### src/rtl/ucsbece154_mem_arbiter.sv
// Two-requester burst-read arbiter for the shared instruction/text memory port.
// Round-robin on ties, address held for the whole burst, watchdog abort on a silent memory.
module ucsbece154_mem_arbiter #(
   parameter int BURST_BEATS = 8,
   parameter int MAX_WAIT    = 64
) (
   input  logic        clk,
   input  logic        reset,
   input  logic        i_req,
   input  logic [31:0] i_addr,
   output logic        i_grant,
   output logic [31:0] i_data,
   output logic        i_ready,
   output logic        i_err,
   input  logic        d_req,
   input  logic [31:0] d_addr,
   output logic        d_grant,
   output logic [31:0] d_data,
   output logic        d_ready,
   output logic        d_err,
   output logic        mem_req,
   output logic [31:0] mem_addr,
   input  logic [31:0] mem_data,
   input  logic        mem_ready,
   output logic        busy
);

   localparam int BEAT_W = $clog2(BURST_BEATS) + 1;
   localparam int WAIT_W = $clog2(MAX_WAIT);
   localparam logic [BEAT_W-1:0] LAST_BEAT  = BEAT_W'(BURST_BEATS);
   localparam logic [WAIT_W-1:0] WAIT_LIMIT = WAIT_W'(MAX_WAIT - 2);

   typedef enum logic [2:0] {IDLE, ISSUE, WAIT, STREAM, ABORT} state_t;

   state_t              state;
   logic [31:0]         addr_q;
   logic                i_grant_q, d_grant_q;
   logic                last_winner_d;
   logic [BEAT_W-1:0]   beat_cnt;
   logic [WAIT_W-1:0]   wait_cnt;
   logic                mem_req_q, i_err_q, d_err_q;
   logic                pick_i, pick_d, timeout, in_burst;

   // On a tie the side that did not win last time goes first.
   assign pick_i   = i_req && (!d_req || last_winner_d);
   assign pick_d   = d_req && !pick_i;
   // The counter reaches MAX_WAIT-1 on this edge, so the abort pulse lands one cycle later.
   assign timeout  = (wait_cnt == WAIT_LIMIT);
   assign in_burst = (state == WAIT) || (state == STREAM);

   // NOTE: every state register uses <= so all next-state decisions read the pre-edge values.
   always_ff @(posedge clk) begin
      if (reset) begin
         state         <= IDLE;
         addr_q        <= '0;
         i_grant_q     <= 1'b0;
         d_grant_q     <= 1'b0;
         last_winner_d <= 1'b1;
         beat_cnt      <= '0;
         wait_cnt      <= '0;
         mem_req_q     <= 1'b0;
         i_err_q       <= 1'b0;
         d_err_q       <= 1'b0;
      end else begin
         mem_req_q <= 1'b0;
         i_err_q   <= 1'b0;
         d_err_q   <= 1'b0;
         case (state)
            IDLE: begin
               if (pick_i || pick_d) begin
                  addr_q        <= pick_i ? i_addr : d_addr;
                  i_grant_q     <= pick_i;
                  d_grant_q     <= pick_d;
                  last_winner_d <= pick_d;
                  mem_req_q     <= 1'b1;
                  state         <= ISSUE;
               end
            end
            ISSUE: begin
               wait_cnt <= '0;
               beat_cnt <= '0;
               state    <= WAIT;
            end
            WAIT, STREAM: begin
               if (mem_ready) begin
                  beat_cnt <= beat_cnt + BEAT_W'(1);
                  wait_cnt <= '0;
                  if (beat_cnt + BEAT_W'(1) == LAST_BEAT) begin
                     i_grant_q <= 1'b0;
                     d_grant_q <= 1'b0;
                     state     <= IDLE;
                  end else begin
                     state <= STREAM;
                  end
               end else begin
                  wait_cnt <= wait_cnt + WAIT_W'(1);
                  if (timeout) begin
                     i_err_q <= i_grant_q;
                     d_err_q <= d_grant_q;
                     state   <= ABORT;
                  end
               end
            end
            ABORT: begin
               i_grant_q <= 1'b0;
               d_grant_q <= 1'b0;
               state     <= IDLE;
            end
            default: state <= IDLE;
         endcase
      end
   end

   assign i_grant  = i_grant_q;
   assign d_grant  = d_grant_q;
   assign i_ready  = mem_ready && i_grant_q && in_burst;
   assign d_ready  = mem_ready && d_grant_q && in_burst;
   assign i_data   = i_grant_q ? mem_data : '0;
   assign d_data   = d_grant_q ? mem_data : '0;
   assign i_err    = i_err_q;
   assign d_err    = d_err_q;
   assign mem_req  = mem_req_q;
   assign mem_addr = addr_q;
   assign busy     = (state != IDLE);

endmodule
### config.mk
export PLATFORM = sky130hd
export DESIGN_NAME = ucsbece154_mem_arbiter
export DESIGN_NICKNAME = d
export VERILOG_FILES = /design/src/rtl/ucsbece154_mem_arbiter.sv
export SDC_FILE = /design/constraint.sdc
export NUM_CORES = 1
export LEC_CHECK = 0
export BUFFER_PORTS_ARGS = -buffer_cell sky130_fd_sc_hd__clkbuf_2
export CAP_MARGIN = 20
export CORE_ASPECT_RATIO = 1.5
export CORE_MARGIN = 2
export CORE_UTILIZATION = 42
export DETAILED_ROUTE_END_ITERATION = 8
export PLACE_DENSITY = 0.82
export SLEW_MARGIN = 20
export SYNTH_ARGS = -nofsm -noshare
export SYNTH_HDL_FRONTEND = slang
export SYNTH_SLANG_ARGS = --single-unit
### constraint.sdc
create_clock -name clk -period 1.55 [get_ports clk]
set_input_delay 0.2325 -clock clk [delete_from_list [all_inputs] [get_ports clk]]
set_output_delay 0.2325 -clock clk [all_outputs]
set_load 0.03 [all_outputs]
======== After elaboration in Yosys (flattened, before gate mapping) ========
Cells that the tools add are included.
operators by class
  $add $sub $neg .......................... 2
  eq/ne operators ......................... 10
  muxes and demuxes ....................... 19
  bitwise operators ....................... 3
  reductions and logical operators ........ 22
operators by type and width
  operator                                        count
  2-to-1 mux 32 bit                               3
  one-hot mux 6 bit (2 select lines)              1
  2-to-1 mux 3 bit                                3
  one-hot mux 3 bit (3 select lines)              1
  one-hot mux 4 bit (2 select lines)              1
  adder 6 x 1 -> 6 bit (second input constant)    1
  == test 3 x 2 -> 1 bit (second input constant)  2
  == test 6 bit (second input constant)           1
  logical AND 1 bit                               6
  2-to-1 mux 6 bit                                1
  != test 2 bit (second input constant)           3
  one-hot mux 1 bit (3 select lines)              2
  AND reduction 2 bit                             3
  nonzero test 3 bit                              2
  2-to-1 mux 1 bit                                5
  adder 4 x 1 -> 4 bit (second input constant)    1
  == test 4 bit (second input constant)           1
  2-to-1 mux 4 bit                                1
  AND reduction 4 bit                             1
  OR reduction 2 bit                              2
  OR reduction 4 bit                              1
  == test 3 x 1 -> 1 bit (second input constant)  1
  == test 3 bit (second input constant)           1
  logical NOT 3 bit                               1
  6 further kinds                                 11
word-level totals
  register bits ........................... 51
  input bits .............................. 101
  output and inout bits ................... 104

======== Longest topological paths before layout ========
Gate-level depths: netlist of the first run.
  depth after elaboration ................. 8
  mapped depth ............................ 6
  gate-level depth less buffers ........... 5

======== Worst setup path before layout of the first run ========
No wires, ideal clock.
  path kind ............................... reg-to-reg
  start ................................... register state[0]
  end ..................................... register addr_q[10] (netlist: mem_addr[10])
  library setup time ...................... 81 ps
  arrival time ............................ 1390 ps
  data required time ...................... 1469 ps
  setup slack ............................. 79 ps
  cell stages (with the launch flop) ...... 7
  path buffers ............................ 2
  clock period less this slack ............ 1471 ps
  cells stage by stage .................... dfxtp_1 > or3_4 > nor2_4 > buf_6 > buf_6 > nor2_1 > a211oi_2
on the way
  cells in the longest elaborated chain, start to end .. 2
RTL lines
  element                        RTL line  source
  start: declaration             35        state_t state;
  start signal: assignment       54        state <= IDLE;
  start signal: assignment       76        state <= ISSUE;
  start signal: assignment       82        state <= WAIT;
  logical NOT 3 bit              68        case (state)
  AND reduction 2 bit (no line)  -
  end signal: assignment         71        addr_q <= pick_i ? i_addr : d_addr;
  end: declaration               36        logic [31:0] addr_q;
No other way between the ends.
A chain may end at the register's enable or synchronous reset.

======== Worst setup path in the final report of the first run ========
  start ................................... register state[1]
  end ..................................... register addr_q[13] (netlist: mem_addr[13])
Same word-level chain as after synthesis.

==> results.json, run 1 <==
{
  "holdPathEnd": "mem_addr[27]",
  "cts_buffers": 5,
  "min_period_ns": 1.65,
  "ys_types": 44,
  "ys.flop_type": "dfxtp_1",
  "status": "complete, but fails checks",
  "grt_pass1_wl_um": 13400,
  "crit_type": "flip-flop to flip-flop",
  "reg2reg_slack_ns": -0.1,
  "synth_top_area_cell": "dfxtp_1",
  "final_cell_mix": "clkbuf_2 (202), and2_1 (66), dfxtp_1 (47)",
  "cts_tree": "done",
  "route.detailed.drc": 0,
  "p_leak_nw": 2.28,
  "wl_met1_um": 3390,
  "final.period_utilization": 1.06,
  "async_flop_share": 0,
  "reg2reg_from": "state[1]",
  "io_pins": 205,
  "antenna_found_initial": 0,
  "die_area_sq_um": 7680,
  "fp.dieH_um": 106,
  "finalMaxSlewViolations": 0,
  "critPathArrivalTime_ns": 1.87,
  "nFillCells": 514,
  "cpMaxStageDelayCell": "or3_4",
  "crit_path_start": "state[1]",
  "synth_edf_count": 0,
  "cts_sinks": 51,
  "slew_headroom": 0.732,
  "tightest_slew_ns": 0.402,
  "yosysTopAreaCellShare": 0.348,
  "dpl_cell_area_sq_um": 4060,
  "crit_path_end_kind": "flip-flop",
  "initial_core_util": 0.431,
  "synthCells": 328,
  "cp_max_fo": 6,
  "dieWidth_um": 72.2,
  "grt_pass1_vias": 2946,
  "design_area_sq_um": 4430,
  "ys_warn_count": 0,
  "hpwl_um": 7070,
  "place_congestion": 0.843,
  "diodes": 0,
  "avgSynthCellArea_sq_um": 8.94,
  "path_cells": "or3_4, nor2_4, buf_12, clkbuf_16, nor2_1, a211oi_2",
  "start_kind": "flip-flop",
  "hp-start": "i_addr[27]",
  "routed-wl-met2_um": 5150,
  "postCtsHoldBufs": 0,
  "ys_seq_area_frac": 0.348,
  "final_common_cell": "clkbuf_2",
  "yosys-top-cells-area": "dfxtp_1 (35%), and2_1 (14%), mux2i_1 (12%)",
  "area_growth_pct": 51.2,
  "cts.reportedPaths.clkPinSlew_ns": 0.10,
  "clockBufferDepth": 2,
  "io_buffers": 204,
  "netlist_area_sq_um": 2930,
  "clock_latency_ns": 0.31,
  "drt_first_iter_violations": 132,
  "post_drt_wl_per_cell_um": 15.8,
  "p_per_area_nw_per_um2": 917,
  "hp-class": "primary input to flip-flop",
  "path_buf_inv": 2,
  "rows": 37,
  "tns_ns": -0.179,
  "synth_nets": 432,
  "grt-ovfl-total": 0,
  "final_nets": 648,
  "grt.total_usage": 0.220,
  "crit_family": "simple AND/OR/NAND/NOR gates",
  "wl_met3_um": 1200,
  "peakVddDrop_v": 0.000410,
  "drive_above_1_share": 0.510,
  "vias": 3270,
  "htreeDepth": 2,
  "timing.rr.end": "mem_addr[13]",
  "clock_skew_ns": 0.0103,
  "vias_per_cell": 5.25,
  "violations": "negative setup slack",
  "ys_ff_latch": 51,
  "core-area_sq_um": 6810,
  "cp.required_ns": 1.77,
  "max_cap_viol_count": 0,
  "ant_nets": 0,
  "clock.fmax_ghz": 0.607,
  "power_w": 0.00406,
  "top_layer": "met4",
  "wl_um": 9840,
  "r2r_cells": 6,
  "rsz0062_at_grt": "yes",
  "grt_max_degree": 37,
  "holdPathStages": 3,
  "setup_viol": 7,
  "root_buffer": "clkbuf_8",
  "hold_viol_final": 0,
  "drtPass1Iterations": 4,
  "layout_setup_ws_ns": -0.0984,
  "cp_slowest_stage_delay_ns": 0.41
}
## area by class of cell
type	count	area [sq um]	area share
inverter	3	11.3	0.00254
tap	78	97.6	0.0220
clock buffer	6	72.6	0.0164
clock inverter	2	12.5	0.00282
timing repair buffer	234	1420	0.321
sequential	51	1030	0.231
multi-input combinational	249	1790	0.404
## power breakdown
group | internal, W | leakage [nW] | switching, W | total, W
clock | 0.000317 | 0.0412 | 0.000450 | 0.000767
sequential | 0.00145 | 0.422 | 0.0000840 | 0.00154
combinational | 0.000706 | 1.82 | 0.00106 | 0.00176
total | 0.00247 | 2.28 | 0.00159 | 0.00406
## sequential cells by signal, indices dropped and copies added (netlist names)
signal         count
beat_cnt           4
i_grant            1
mem_req            1
d_err              1
i_err              1
state              3
mem_addr          32
d_grant            1
last_winner_d      1
wait_cnt           6
## cell families (layout without fill, tap and decap cells)
group                      after synthesis  in the layout  share of synthesized area
AOI/OAI and AO/OA                       56             56                      0.181
xor gates and xnor gates                 1              1                    0.00299
and+or+nand+nor                        153            153                      0.279
DFF                                     51             51                      0.348
adders and majority gates                3              3                     0.0128
buffers and inverters                   28            245                     0.0529
muxes                                   36             36                      0.123
## worst max path at each step
| stage | to | slack (ns) | cells after the start |
|---|---|---|---|
| floorplan | mem_addr[10] | 0.08 | 6 |
| global placement | d_err | 0.1 | 4 |
| detailed placement | mem_addr[29] | 0.02 | 5 |
| CTS | i_ready | -0.005 | 5 |
| global route | mem_addr[13] | -0.15 | 6 |
| finish | mem_addr[13] | -0.1 | 6 |
## per-stage QoR
| step | hold slack, ns | util | cells | setup WS, ns |
|---|---|---|---|---|
| 2_1_floorplan | 0.327 | - | 328 | 0.0785 |
| 3_3_place_gp | 0.455 | 0.596 | 600 | 0.0989 |
| 3_5_place_dp | 0.469 | 0.596 | 600 | 0.0179 |
| 4_1_cts | 0.221 | 0.618 | 613 | -0.00531 |
| 5_1_grt | 0.255 | 0.651 | 623 | -0.150 |
| 6_report | 0.244 | 0.651 | 623 | -0.0984 |
## routing by layer
| metal | global-route usage | vias up |
|---|---|---|
| met4 | 0.0647 | 0 |
| met1 | 0.232 | 1479 |
| li1 | - | 1575 |
| met2 | 0.420 | 209 |
| met5 | 0 | - |
| met3 | 0.0493 | 7 |
## cells in the mapped netlist, types with 2 or more instances
master,count
a211oi_2,20
nand2_1,11
clkbuf_1,10
nand2b_1,5
a311oi_1,4
a41oi_1,3
mux2i_1,35
and2_1,66
and3_1,3
buf_4,5
a21oi_1,5
a211oi_1,12
inv_1,3
buf_6,3
buf_2,4
dfxtp_1,51
nand3_1,9
buf_1,2
ha_1,3
nor3_1,8
nor2_1,43
## worst register-to-register path, cell delays in order, from the launching register on
cell and delay [ns]:
dfxtp_2 0.35, or3_4 0.41, nor2_4 0.17, buf_12 0.16, clkbuf_16 0.14, nor2_1 0.07, a211oi_2 0.27
## repair_timing
action / in CTS / in global routing
gates resized for setup: 7 / 14
setup endpoints to repair: 3 / 100
pin swaps: 1 / 10
buffers inserted: 5 / 4
gates cloned: 0 / 6
Power figures use the tool's default switching activity.
==> run 2: changes to the inputs <==
==> constraint.sdc (replaced) <==
create_clock -name clk -period 1.55 [get_ports clk]
set_input_delay 0.155 -clock clk [delete_from_list [all_inputs] [get_ports clk]]
set_output_delay 0.155 -clock clk [all_outputs]
set_load 0.03 [all_outputs]
==> run 2 against run 1 <==
The run still ends with negative setup slack left. Sequential cell count did not move. Power up 2.1%. Worst setup slack improved by 0.0050 ns. Clock skew about the same. First-iteration DRC count down 20%. Fmax grew 0.30%. Global-route usage down 0.19 points. Via count is essentially flat. Die area is the same. Clock power up 7.7%. Critical endpoint is now mem_addr[27]. Largest cell class unchanged.
==> results.json, run 2 (synthesis gave the netlist of run 1 again) <==
{
  "status": "complete, but fails checks",
  "violations": "negative setup slack",
  "rows": 37,
  "cts_sinks": 51,
  "grt_pass1_vias": 2944,
  "timing.rr.end": "mem_addr[27]",
  "hpwl_um": 7030,
  "wl_um": 9910,
  "design_area_sq_um": 4460,
  "clock_latency_ns": 0.32,
  "path_cells": "buf_6, or3_4, nor2_4, buf_12, buf_6, clkbuf_16, a211oi_2",
  "critPathArrivalTime_ns": 1.84,
  "vias_per_cell": 5.30,
  "switching_share": 0.393,
  "path_buf_inv": 4,
  "area_growth_pct": 52.0,
  "die_area_sq_um": 7680,
  "io_pins": 205,
  "r2r_cells": 7,
  "final_common_cell": "clkbuf_2",
  "crit_path_end_kind": "flip-flop",
  "crit_type": "flip-flop to flip-flop",
  "final_nets": 642,
  "antenna_found_initial": 0,
  "preCtsSetupSlack_ns": 0.0214,
  "power_frac_seq": 0.370,
  "grt-ovfl-total": 0,
  "reg2reg_from": "state[1]",
  "max_cap_viol_count": 0,
  "place_congestion": 0.848,
  "p_per_area_nw_per_um2": 931,
  "diodes": 0,
  "layout_setup_ws_ns": -0.0934,
  "cp_common_cell": "buf_6",
  "reg2reg_slack_ns": -0.09,
  "hp-class": "primary input to flip-flop",
  "hold_slack_ns": 0.160,
  "clock_power_share": 0.199,
  "vias": 3272,
  "power_frac_comb": 0.431,
  "setup_viol": 33,
  "finalMaxSlewViolations": 0,
  "initial_core_util": 0.431,
  "core-area_sq_um": 6810,
  "dieWidth_um": 72.2,
  "dpl_cell_area_sq_um": 4040,
  "postCtsHoldBufs": 0,
  "fp.dieH_um": 106,
  "grt.total_usage": 0.218,
  "final_cell_count_no_fill": 617,
  "route.detailed.drc": 0,
  "cp_max_fo": 8,
  "post_drt_wl_per_cell_um": 16.1,
  "hp-start": "i_addr[0]",
  "grt_pass1_wl_um": 13100,
  "cts_tree": "done",
  "cts.reportedPaths.clkPinSlew_ns": 0.09,
  "holdPathStages": 3,
  "grt_max_degree": 37,
  "ant_nets": 0,
  "htreeDepth": 2,
  "drtPass1Iterations": 4,
  "power.switching_w": 0.00163,
  "crit_family": "simple AND/OR/NAND/NOR gates",
  "p_leak_nw": 2.26,
  "final.period_utilization": 1.06,
  "drt_first_iter_violations": 106,
  "holdPathEnd": "mem_addr[0]",
  "clock_skew_ns": 0.0102,
  "drive_above_1_share": 0.531,
  "final_cell_mix": "clkbuf_2 (201), and2_1 (66), dfxtp_1 (49)",
  "cts_buffers": 5,
  "clockBufferDepth": 2,
  "cpMaxStageDelayCell": "or3_4",
  "min_period_ns": 1.64,
  "nFillCells": 518,
  "peakVddDrop_v": 0.000384,
  "power.internal_w": 0.00252,
  "hold_viol_final": 0,
  "tightest_slew_ns": 0.477,
  "rsz0062_at_grt": "yes",
  "place.detailed.instances": 598,
  "clock.fmax_ghz": 0.608,
  "root_buffer": "clkbuf_8",
  "cp_slowest_stage_delay_ns": 0.41,
  "io_buffers": 204,
  "slew_headroom": 0.682,
  "largest_register_ffs": 32,
  "start_kind": "flip-flop",
  "cp.required_ns": 1.75
}
[run 2: worst max-delay path by stage]
stage | cells after the start | startpoint | slack, ns | end
after floorplan | 6 | state[0] | 0.08 | mem_addr[10]
after global placement | 5 | state[2] | 0.09 | wait_cnt[5]
after detailed placement | 4 | beat_cnt[0] | 0.02 | last_winner_d
after CTS | 6 | state[1] | 0.0008 | mem_addr[4]
after global routing | 7 | state[1] | -0.12 | mem_addr[30]
final | 7 | state[1] | -0.09 | mem_addr[27]
[run 2: metal layers]
metal  routed length, um  share of wire  global-route usage
met1                3460           0.35               0.225
met5                   0              0                   0
met4                 168          0.017              0.0876
met3                1000           0.10              0.0578
met2                5280           0.53               0.404
[run 2: tightest hold or removal path, delay by kind of cell]
kind            cells  cell delay (ns)
mux                 1             0.12
buf+inv             1             0.08
compound gates      1             0.08
[run 2: final cells by class]
class,count,area (sq um),share of cell area
flip-flops and latches,51,1020,0.230
clock buffers,6,82.6,0.0185
multi-input cells,249,1860,0.417
repair buffers,228,1370,0.307
clock inverters,2,16.3,0.00365
inverters,3,11.3,0.00253
well taps,78,97.6,0.0219
[run 2: stage by stage]
step                total power (W)  utilization  TNS [ns]
detailed placement          0.00309        0.594         0
finish                      0.00415        0.655     -1.71
global placement            0.00305        0.594         0
global route                0.00431        0.655     -2.96
CTS                         0.00391        0.615         0
floorplan                   0.00261            -         0
[run 2: power by group through the flow]
stage | Combinational (W) | Sequential [W] | Clock (W)
floorplan | 0.000811 | 0.00180 | 0
global placement | 0.00150 | 0.00155 | 0
detailed placement | 0.00153 | 0.00156 | 0
CTS | 0.00155 | 0.00153 | 0.000836
global route | 0.00188 | 0.00155 | 0.000879
finish | 0.00179 | 0.00154 | 0.000826
[run 2: what timing repair did]
action / 4_1_cts / 5_1_grt
gates resized for setup: 9 / 29
setup endpoints to repair: 3 / 39
pin swaps: 1 / 33
buffers inserted: 2 / 5
cloned: 0 / 5
==> run 3: changes to the inputs <==
--- a/config.mk
+++ b/config.mk
@@ -5,13 +5,14 @@
 export SDC_FILE = /design/constraint.sdc
 export NUM_CORES = 1
 export LEC_CHECK = 0
+export ABC_AREA = 1
 export BUFFER_PORTS_ARGS = -buffer_cell sky130_fd_sc_hd__clkbuf_2
 export CAP_MARGIN = 20
 export CORE_ASPECT_RATIO = 1.5
 export CORE_MARGIN = 2
-export CORE_UTILIZATION = 42
+export CORE_UTILIZATION = 41
 export DETAILED_ROUTE_END_ITERATION = 8
-export PLACE_DENSITY = 0.82
+export PLACE_DENSITY = 0.81
 export SLEW_MARGIN = 20
 export SYNTH_ARGS = -nofsm -noshare
 export SYNTH_HDL_FRONTEND = slang
==> run 3 against run 2 <==
First-iteration DRC count up 36%. Via count up 6.1%. Worst hold slack worse by 0.076 ns. Utilization fell by 5.7 points. Combinational power is 63% higher. Clock-buffer cell count did not move. Final area fell by 8.7%. The flow now finishes without violations. Critical path depth is 1 lower. Final cell count up 17%. Non-clock buffer count down 14.
==> results.json, run 3 <==
{
  "status": "complete, no violations",
  "rows": 37,
  "vias": 3471,
  "route.detailed.drc": 0,
  "power.switching_w": 0.00264,
  "ys_seq_area_frac": 0.359,
  "path_cells": "inv_2, nand2_2, nor2_4, inv_1, nor2_1, clkbuf_4",
  "clock_latency_ns": 0.30,
  "yosysTopAreaCellShare": 0.359,
  "crit_path_end_kind": "output port",
  "die_area_sq_um": 7630,
  "async_flop_share": 0,
  "area_growth_pct": 43.1,
  "io_pins": 205,
  "netlist_area_sq_um": 2840,
  "critPathArrivalTime_ns": 1.29,
  "drtPass1Iterations": 5,
  "slew_headroom": 0.789,
  "path_buf_inv": 3,
  "synth_common_cells": "nand2_1 (151), inv_1 (84), dfxtp_1 (51), o21ai_0 (37), a31oi_1 (33)",
  "crit_family": "flip-flops",
  "grt.total_usage": 0.210,
  "synth_edf_count": 0,
  "synth_top_area_cell": "dfxtp_1",
  "preCtsSetupSlack_ns": 0.245,
  "ys.flop_type": "dfxtp_1",
  "cts_sinks": 51,
  "synthCells": 447,
  "final_nets": 746,
  "cpMaxStageDelayCell": "dfxtp_2",
  "cts.reportedPaths.clkPinSlew_ns": 0.10,
  "final_common_cell": "clkbuf_2",
  "hold_viol_final": 0,
  "cp_max_fo": 4,
  "tns_ns": 0,
  "cp_slowest_stage_delay_ns": 0.35,
  "yosys-top-cells-area": "dfxtp_1 (36%), nand2_1 (20%), inv_1 (11%)",
  "hpwl_um": 6590,
  "tightest_slew_ns": 0.316,
  "hp-class": "primary input to flip-flop",
  "grt_max_degree": 35,
  "power.internal_w": 0.00296,
  "seq_area_sq_um": 1020,
  "hold_slack_ns": 0.0842,
  "final.period_utilization": 0.935,
  "p_per_area_nw_per_um2": 1380,
  "ys_types": 28,
  "vias_per_cell": 4.81,
  "root_buffer": "clkbuf_8",
  "ys_warn_count": 0,
  "drive_above_1_share": 0.370,
  "avgSynthCellArea_sq_um": 6.36,
  "cts_buffers": 5,
  "htreeDepth": 2,
  "drt_first_iter_violations": 144,
  "initial_core_util": 0.418,
  "clockBufferDepth": 2,
  "switching_share": 0.472,
  "layout_setup_ws_ns": 0.101,
  "antenna_found_initial": 0,
  "clock_skew_ns": 0.0128,
  "wl_um": 8300,
  "cts_tree": "done",
  "largest_register_ffs": 32,
  "core-area_sq_um": 6810,
  "multi_input_area_sq_um": 1350,
  "grt_pass1_wl_um": 13200,
  "cp.required_ns": 1.39,
  "synth_nets": 551,
  "setup_viol": 0,
  "grt-ovfl-total": 0,
  "finalMaxSlewViolations": 0,
  "rsz0062_at_grt": "no",
  "max_cap_viol_count": 0,
  "clock_power_share": 0.175,
  "final_cell_mix": "clkbuf_2 (202), nand2_1 (150), inv_1 (84)",
  "dieWidth_um": 72,
  "synth.most_common_cell": "nand2_1",
  "io_buffers": 204,
  "power_frac_comb": 0.519,
  "post_drt_wl_per_cell_um": 11.5,
  "place_congestion": 0.888,
  "diodes": 0,
  "grt_pass1_vias": 3176,
  "power_w": 0.00560,
  "nFillCells": 638,
  "power_frac_seq": 0.306,
  "p_leak_nw": 2.58,
  "crit_type": "flip-flop to output port",
  "start_kind": "flip-flop",
  "peakVddDrop_v": 0.000731,
  "ys_ff_latch": 51,
  "clock.fmax_ghz": 0.690,
  "fp.dieH_um": 106,
  "ant_nets": 0,
  "min_period_ns": 1.45
}
[run 3: cell count changes in the layout (fill, tap and decap cells not counted), sizes merged, moves of 32 or more]
cell / previous run / this run
a31oi: 0 / 33
o21ai: 2 / 39
a211oi: 32 / 0
and2: 66 / 0
inv: 3 / 88
mux2i: 35 / 0
nand2: 11 / 154
[run 3: layout make-up]
type	instances	area share
inverter	87	0.0803
multi-input combinational	283	0.331
clock buffer	6	0.0203
clock inverter	2	0.00953
timing repair buffer	214	0.283
tap	78	0.0240
sequential	51	0.252
[run 3: metal layers]
metal	global-route usage	wire, um	up-vias
met5	0	0	-
met4	0.0768	168	0
met3	0.0398	638	14
met2	0.417	4460	166
met1	0.206	3030	1515
li1	-	-	1776
[run 3: timing repair]
| action | CTS | global route |
|---|---|---|
| setup endpoints to repair | 2 | 2 |
| hold buffers | 0 | 0 |
| resized for setup | 3 | 5 |
| pin swaps | 0 | 1 |
| buffers inserted | 0 | 1 |
[run 3: worst paths after layout]
check	cells after the start	slack [ns]	from	to
max	6	0.10	state[2]	d_ready
max reg2reg	7	0.20	state[2]	mem_addr[25]
min reg2reg	2	0.49	beat_cnt[3]	beat_cnt[3]
min	3	0.08	i_addr[17]	mem_addr[17]
[run 3: worst min-delay path, stage by stage]
cell      delay (ns)
clkbuf_2        0.08
nand2_1         0.05
a31oi_1         0.07
[run 3: logic make-up after synthesis]
group	after synthesis	synth area share
AO/OA/AOI/OAI	90	0.181
XOR/XNOR	1	0.00308
AND/OR/NAND/NOR	189	0.273
buffers and inverters	113	0.170
flip-flops	51	0.359
adder cells (fa/ha/maj)	3	0.0132
[run 3: metrics by stage]
stage          area [sq um]  std cells  utilization
2_1_floorplan          2840        447            -
3_3_place_gp           3920        712        0.576
3_5_place_dp           3920        712        0.576
4_1_cts                4050        720        0.595
5_1_grt                4070        721        0.598
6_report               4070        721        0.598
[run 3: power by group through the flow]
stage	combinational, W	sequential [W]	clock (W)
global route	0.00314	0.00174	0.00106
floorplan	0.00166	0.00214	0
global placement	0.00284	0.00174	0
finish	0.00291	0.00172	0.000978
detailed placement	0.00291	0.00174	0
CTS	0.00292	0.00171	0.000999
